File: src/rtl/seven_seg_scan_driver.sv
// seven_seg_scan_driver: time-multiplexed driver for an N-digit common-anode
// 7-segment display. It has its own refresh prescaler and digit scan counter.
// A staging/active double buffer swaps only at frame boundaries, so a frame
// never shows a mix of old and new digits. All outputs are registered.
module seven_seg_scan_driver #(
  parameter int N_DIGITS     = 8,
  parameter int REFRESH_DIV  = 100000,
  parameter int BLANK_CYCLES = 1000
) (
  input  logic                    clk,
  input  logic                    reset_n,
  input  logic [4*N_DIGITS-1:0]   value,
  input  logic [N_DIGITS-1:0]     dp_in,
  input  logic [N_DIGITS-1:0]     digit_en,
  input  logic                    blank_lz,
  input  logic                    load,
  output logic [N_DIGITS-1:0]     anodes,
  output logic [6:0]              segments,
  output logic                    dp,
  output logic                    frame_tick
);

  localparam int PW = $clog2(REFRESH_DIV);
  localparam int IW = (N_DIGITS > 1) ? $clog2(N_DIGITS) : 1;
  localparam logic [PW-1:0] PCNT_LAST = PW'(REFRESH_DIV - 1);
  localparam logic [PW-1:0] PCNT_VIS  = PW'(BLANK_CYCLES);
  localparam logic [IW-1:0] IDX_LAST  = IW'(N_DIGITS - 1);

  logic [PW-1:0]           pcnt_reg;
  logic [IW-1:0]           idx_reg;
  logic [4*N_DIGITS-1:0]   stg_value_reg, act_value_reg;
  logic [N_DIGITS-1:0]     stg_dp_reg, act_dp_reg;
  logic [N_DIGITS-1:0]     stg_en_reg, act_en_reg;
  logic                    stg_lz_reg, act_lz_reg;
  logic                    pending_reg;
  logic [N_DIGITS-1:0]     anodes_reg, anodes_next;
  logic [6:0]              segments_reg, segments_next;
  logic                    dp_reg, dp_next;
  logic                    frame_tick_reg;

  logic                    slot_end;
  logic                    frame_end;
  logic [3:0]              nib [N_DIGITS];
  logic                    zero_from [N_DIGITS];
  logic [N_DIGITS-1:0]     blank_vec;

  assign slot_end  = (pcnt_reg == PCNT_LAST);
  assign frame_end = slot_end && (idx_reg == IDX_LAST);

  // Active-low {g,f,e,d,c,b,a} hex decode.
  function automatic logic [6:0] decode_hex(input logic [3:0] n);
    case (n)
      4'h0: decode_hex = 7'b1000000;
      4'h1: decode_hex = 7'b1111001;
      4'h2: decode_hex = 7'b0100100;
      4'h3: decode_hex = 7'b0110000;
      4'h4: decode_hex = 7'b0011001;
      4'h5: decode_hex = 7'b0010010;
      4'h6: decode_hex = 7'b0000010;
      4'h7: decode_hex = 7'b1111000;
      4'h8: decode_hex = 7'b0000000;
      4'h9: decode_hex = 7'b0010000;
      4'hA: decode_hex = 7'b0001000;
      4'hB: decode_hex = 7'b0000011;
      4'hC: decode_hex = 7'b1000110;
      4'hD: decode_hex = 7'b0100001;
      4'hE: decode_hex = 7'b0000110;
      default: decode_hex = 7'b0001110;
    endcase
  endfunction

  // Per-digit blanking from the active set. zero_from[i] means digit i and
  // every digit above it are zero; digit 0 is never leading-zero blanked.
  genvar gi;
  generate
    for (gi = 0; gi < N_DIGITS; gi++) begin : g_digit
      assign nib[gi] = act_value_reg[4*gi +: 4];
      if (gi == N_DIGITS - 1) begin : g_top
        assign zero_from[gi] = (nib[gi] == 4'd0);
      end else begin : g_mid
        assign zero_from[gi] = (nib[gi] == 4'd0) && zero_from[gi+1];
      end
      if (gi == 0) begin : g_lsd
        assign blank_vec[gi] = ~act_en_reg[gi];
      end else begin : g_upper
        assign blank_vec[gi] = ~act_en_reg[gi] | (act_lz_reg & zero_from[gi]);
      end
    end
  endgenerate

  // Prescaler and digit scan counter; idx wraps explicitly so it never
  // exceeds N_DIGITS-1 for non-power-of-two digit counts.
  always_ff @(posedge clk) begin
    if (!reset_n) begin
      pcnt_reg <= '0;
      idx_reg  <= '0;
    end else if (slot_end) begin
      pcnt_reg <= '0;
      idx_reg  <= (idx_reg == IDX_LAST) ? '0 : idx_reg + IW'(1);
    end else begin
      pcnt_reg <= pcnt_reg + PW'(1);
    end
  end

  // Double buffer: load writes staging; staging is promoted only at the
  // frame boundary. A load on the boundary edge stays pending for the next.
  always_ff @(posedge clk) begin
    if (!reset_n) begin
      stg_value_reg <= '0;
      stg_dp_reg    <= '0;
      stg_en_reg    <= '0;
      stg_lz_reg    <= 1'b0;
      act_value_reg <= '0;
      act_dp_reg    <= '0;
      act_en_reg    <= '0;
      act_lz_reg    <= 1'b0;
      pending_reg   <= 1'b0;
    end else begin
      if (frame_end && pending_reg) begin
        act_value_reg <= stg_value_reg;
        act_dp_reg    <= stg_dp_reg;
        act_en_reg    <= stg_en_reg;
        act_lz_reg    <= stg_lz_reg;
      end
      if (load) begin
        stg_value_reg <= value;
        stg_dp_reg    <= dp_in;
        stg_en_reg    <= digit_en;
        stg_lz_reg    <= blank_lz;
        pending_reg   <= 1'b1;
      end else if (frame_end) begin
        pending_reg   <= 1'b0;
      end
    end
  end

  // Next output pattern for the current scan position.
  always_comb begin
    anodes_next   = '1;
    segments_next = 7'b1111111;
    dp_next       = 1'b1;
    if ((pcnt_reg >= PCNT_VIS) && !blank_vec[idx_reg]) begin
      anodes_next[idx_reg] = 1'b0;
      segments_next        = decode_hex(nib[idx_reg]);
      dp_next              = ~act_dp_reg[idx_reg];
    end
  end

  // Registered pin drivers; frame_tick marks the cycle after the wrap edge.
  always_ff @(posedge clk) begin
    if (!reset_n) begin
      anodes_reg     <= '1;
      segments_reg   <= 7'b1111111;
      dp_reg         <= 1'b1;
      frame_tick_reg <= 1'b0;
    end else begin
      anodes_reg     <= anodes_next;
      segments_reg   <= segments_next;
      dp_reg         <= dp_next;
      frame_tick_reg <= frame_end;
    end
  end

  assign anodes     = anodes_reg;
  assign segments   = segments_reg;
  assign dp         = dp_reg;
  assign frame_tick = frame_tick_reg;

endmodule

File: config.mk
export PLATFORM = sky130hd
export DESIGN_NAME = seven_seg_scan_driver
export DESIGN_NICKNAME = d
export VERILOG_FILES = /design/src/rtl/seven_seg_scan_driver.sv
export SDC_FILE = /design/constraint.sdc
export NUM_CORES = 1
export LEC_CHECK = 0
export BUFFER_PORTS_ARGS = -buffer_cell sky130_fd_sc_hd__buf_4
export CAP_MARGIN = 0
export CORE_ASPECT_RATIO = 0.75
export CORE_MARGIN = 2
export CORE_UTILIZATION = 50
export CTS_BUF_LIST = sky130_fd_sc_hd__clkbuf_4 sky130_fd_sc_hd__clkbuf_8
export DETAILED_ROUTE_END_ITERATION = 12
export GPL_ROUTABILITY_DRIVEN = 0
export HOLD_SLACK_MARGIN = 0.15
export PLACE_DENSITY_LB_ADDON = 0.25
export REMOVE_ABC_BUFFERS = 1
export SYNTH_ARGS = -nofsm -noshare
export SYNTH_HDL_FRONTEND = slang
export SYNTH_SLANG_ARGS = --single-unit
File: constraint.sdc
create_clock -name clk -period 8.4 [get_ports clk]
set_clock_uncertainty 0.2 [all_clocks]
set_input_delay 0 -clock clk [delete_from_list [all_inputs] [get_ports clk]]
set_output_delay 0 -clock clk [all_outputs]
set_load 0.005 [all_outputs]
# --- After elaboration in Yosys (flattened, before gate mapping) ---
# Memory sizes are Yosys's and may differ from the RTL's. A register that Yosys moved wholly into a read port is not among the register bits.
# Index checks and enable logic that the tools add are counted.
word_totals:
  ff_bits: 129
  romBits: 112
  inputBits: 52
  out_inout_bits: 17
  elab_cells: 83
  memories: 1
mem_list:
  columns: ["memory", "depth", "width", "rd", "rd_clocked_by_memory_dff", "wr", "line_no", "text"]
  rows:
  - ["(no name shown)", 16, 7, 1, 1, 0, "52", "case (n)"]
classes:
  n_addsub: 2
  magnitude_cmp: 4
  eq_ne: 2
  mux: 12
  bitwise_logic: 26
  reduce_logical: 22
ops:
  columns: ["op", "count"]
  rows:
  - ["$logic_not A4 Y1", 7]
  - ["$add A17 B1 Y17 const B", 1]
  - ["$eq A17 B17 Y1 const B", 1]
  - ["$ge A17 B10 Y1 const B", 1]
  - ["$bmux W4 S3", 1]
  - ["$logic_and A1 B1 Y1", 10]
  - ["$not A1 Y1", 10]
  - ["$mux W4", 2]
  - ["$not A8 Y8", 1]
  - ["$and A1 B1 Y1", 7]
  - ["$or A1 B1 Y1", 7]
  - ["$bmux W1 S3", 2]
  - ["$mux W1", 5]
  - ["$ge A4 B4 Y1 const B", 1]
  - ["$lt A3 B4 Y1 const B", 1]
  - ["$not A3 Y4", 1]
  - ["$add A3 B1 Y3 const B", 1]
  - ["$demux W1 S3", 1]
  - ["$eq A3 B3 Y1 const B", 1]
  - ["$ge A3 B1 Y1 const B", 1]
  - ["$mux W3", 1]
  - ["$logic_not A1 Y1", 2]
  - ["$reduce_and A2 Y1", 1]
  - ["$reduce_bool A2 Y1", 1]
  - ["$reduce_or A2 Y1", 1]

# --- Logic depth before layout (Yosys ltp) ---
depth:
  depth_word: 15
  mapped_depth: 11
  ltp_nobuf: 9

# --- Worst setup path after synthesis ---
# Ideal clock, no wire load.
synth_timing:
  kind: "register to register"
  startpoint: "register idx_reg[0]"
  endpoint: "register segments_reg[4], in the netlist segments[4]"
  setup_ns: 0.129
  arrival_time_ns: 2.467
  t_required_ns: 8.071
  path_slack_ns: 5.604
  stages_incl_launch_ff: 12
  n_path_buf: 2
  synth_period_minus_slack_ns: 2.796
  cell_sequence: "dfxtp_1 > clkbuf_1 > buf_1 > mux2i_1 > o2bb2ai_1 > a311oi_1 > inv_1 > ha_1 > inv_1 > nor2_1 > o21ai_0 > o211ai_1"
synth_between:
  elab_chain_len: 6
  word_cells_on_any_way: 10
  classes_between: "mux: 5; bitwise: 1; reduce/logical: 4"
synth_lines:
  columns: ["item", "line_no", "text"]
  rows:
  - ["start, declared", "30", "logic [IW-1:0] idx_reg;"]
  - ["start signal, assigned", "99", "idx_reg <= (idx_reg == IDX_LAST) ? '0 : idx_reg + IW'(1);"]
  - ["$bmux W1 S3", "142", "if ((pcnt_reg >= PCNT_VIS) && !blank_vec[idx_reg]) begin"]
  - ["$mux W1 (not written as such)", "142", null]
  - ["$logic_not A1 Y1", "142", null]
  - ["$logic_and A1 B1 Y1", "142", null]
  - ["$reduce_and A2 Y1 (no line)", null, null]
  - ["$logic_not A1 Y1 (no line)", null, null]
  - ["end, declared", "37", "logic [6:0] segments_reg, segments_next;"]
# Several ways; a longest one is shown, not always the timed one. The select of a mux whose other input is x is not followed.
# A chain may end at the register's enable or synchronous reset.

# --- Worst setup path in the final report ---
# Ends and elaborated chain as after synthesis.

==> metrics.txt <==
Synth Instances=617; GRT Util Overall=25.2%; status=finished, final reports clean; Tmin final=3520 ps; antenna violations before repair=0; sequential area share after synthesis=46.5%; Power Total=1.39 mW; number of cells on the worst reg-to-reg path=10; Max FO, Critical Path=16; most frequent cells in the layout=dlygate4sd3_1, dfxtp_1, nand2_1; die area=12600 µm²; Port Buffers=68; DP Area=6350 µm²; final hold vios=0; Final nets=890; worst-margin pin slew=1050 ps; TritonRoute pass-1 iters=5; Placed Cells=791; Inserted Diodes=0; Hold Path Cell Cnt=2; setup TNS=0 ps; initial core utilization=51.0%; via-per-instance ratio=5.27; LEAKAGE=3.35 nW; Tcrit/Tclk final=41.9%; drt drc=0; Die Ht=97.7 µm; Final setup viols=0; number of H-tree levels=4; die width=129 µm; maxcap violations=0; drt first-iter violations=282; reg2reg end=segments[4]; Worst Min Path Start=stg_value_reg[6]; wire per inst=15.3 µm; worst hold slack=262 ps; Yosys Warn Count=0; setup ws final=4880 ps; CP startpoint kind=register; Crit Path Class=register to register; vias in the first global route=5387; max-slew violations=0; ys async rst share=0%; Multi-input gate area=2880 µm²; Std-Cell Rows=34; clock tree buffer depth=2; Top FF cell, synth=dfxtp_1; slew margin rel.=29.4%; global route total overflow=0; worst r2r src=idx_reg[0]; post-synthesis cell type count=51; Vias=5181; WL final=15.0 mm; Cell Area, Synth=5850 µm²; crit path DAT=3600 ps; CTS tree=built; RSZ-0062 raised after global routing=no; CP endpoint kind=register; first-pass GRT wire length=25.2 mm; Avg Cell Area, Syn=9.49 µm²; antenna viol nets, final=0; Final Cell Area=8400 µm²; synthesized flop and latch total=136; pwr dens=166 nW/µm²; worst ir drop on vdd=139 µV; Hold Path Class=register to register; Clk Latency, worst-skew pair=440 ps; Core Area=11500 µm²; R2R Setup Slk=4880 ps; fraction of layout cells with a size suffix above 1=14.5%; CTS Buf Count=17; non-filler cells in the finished layout=984; sequential cell area=2720 µm²; Worst Path Required=8480 ps; WHS Endpoint=act_value_reg[6]; hpwl dp=8.24 mm; Post-synth EDFFs=0; clock slew at reported path FFs=80 ps; I/O pin total=69; commonest non-fill, non-tap cell in the layout=dlygate4sd3_1; Place WS=4970 ps; Root Driver=clkbuf_8; Achievable Freq=284 MHz; CTS sink cnt=136; Layout Utilization=73.1%; Post-CTS Setup Inserts=0; Filler cells=840; largest net degree at the start of global routing=108; Area Growth Syn to Fin=43.5%
synth_stat cells, types with 7 or more instances:
cell type / number / area [µm²]
a21boi_0: 31 / 233
a21boi_1: 9 / 67.6
a21boi_2: 10 / 113
clkbuf_1: 23 / 86.3
dfxtp_1: 136 / 2720
ha_1: 10 / 125
inv_1: 9 / 33.8
mux2i_1: 60 / 601
nand2_1: 118 / 443
nand3_1: 20 / 100
nand4_1: 7 / 43.8
nor2_1: 28 / 105
nor2b_1: 53 / 332
nor4_1: 8 / 50.1
xor2_1: 9 / 78.8
power by group:
group          leakage, nW  switching (mW)  internal, mW
logic                 2.02          0.0404        0.0961
registers             1.11          0.0104         0.660
clock network        0.218           0.247         0.338
total                 3.35           0.297          1.09
critical path: stages, from the launching register on:
cell	delay, ps
dfxtp_1	610
buf_4	310
mux2_2	360
o2bb2ai_1	120
a311oi_1	810
inv_1	170
ha_1	250
inv_1	90
nor2_1	70
o21ai_0	240
o211ai_1	140
what timing repair did:
action,4_1_cts,5_1_grt
hold endpoints to repair,105,0
endpoints found under the setup margin,0,0
gates resized for setup,0,0
hold buffers,162,0
logic make-up (layout without fill, tap and decap cells):
kind of cell	Yosys count	in the layout	synth area share [%]
and+or+nand+nor	259	259	21.6
DFF	136	136	46.5
AOI/OAI and AO/OA	80	80	10.8
muxes	67	67	12.4
buffers and inverters	50	273	4.34
xor gates and xnor gates	15	15	2.24
adders and majority gates	10	10	2.14
per-layer routing:
metal  up-vias  share of wire, %  global-route usage, %
met5         -                 0                      0
met4         0               1.7                   8.78
met3        23               3.8                   4.79
met2       116                50                   43.9
met1      2526                45                   31.0
li1       2516                 -                      -
how the worst max path moves through the flow:
stage / start / to / slack, ps / cells after the start
finish: idx_reg[0] / segments[4] / 4880 / 10
floorplan: idx_reg[0] / segments[4] / 5430 / 9
detailed placement: idx_reg[0] / segments[4] / 4970 / 10
CTS: idx_reg[0] / segments[4] / 4950 / 10
global route: idx_reg[0] / segments[4] / 4710 / 10
global placement: idx_reg[0] / segments[4] / 5260 / 10
cell type report:
cell class / count / area share, %
inverter: 9 / 0.402
multi-input combinational: 431 / 34.2
clock inverter: 7 / 1.37
timing repair buffer: 233 / 25.6
clock buffer: 24 / 3.78
tap: 144 / 2.14
sequential: 136 / 32.4
(Power assumes the default switching activity.)
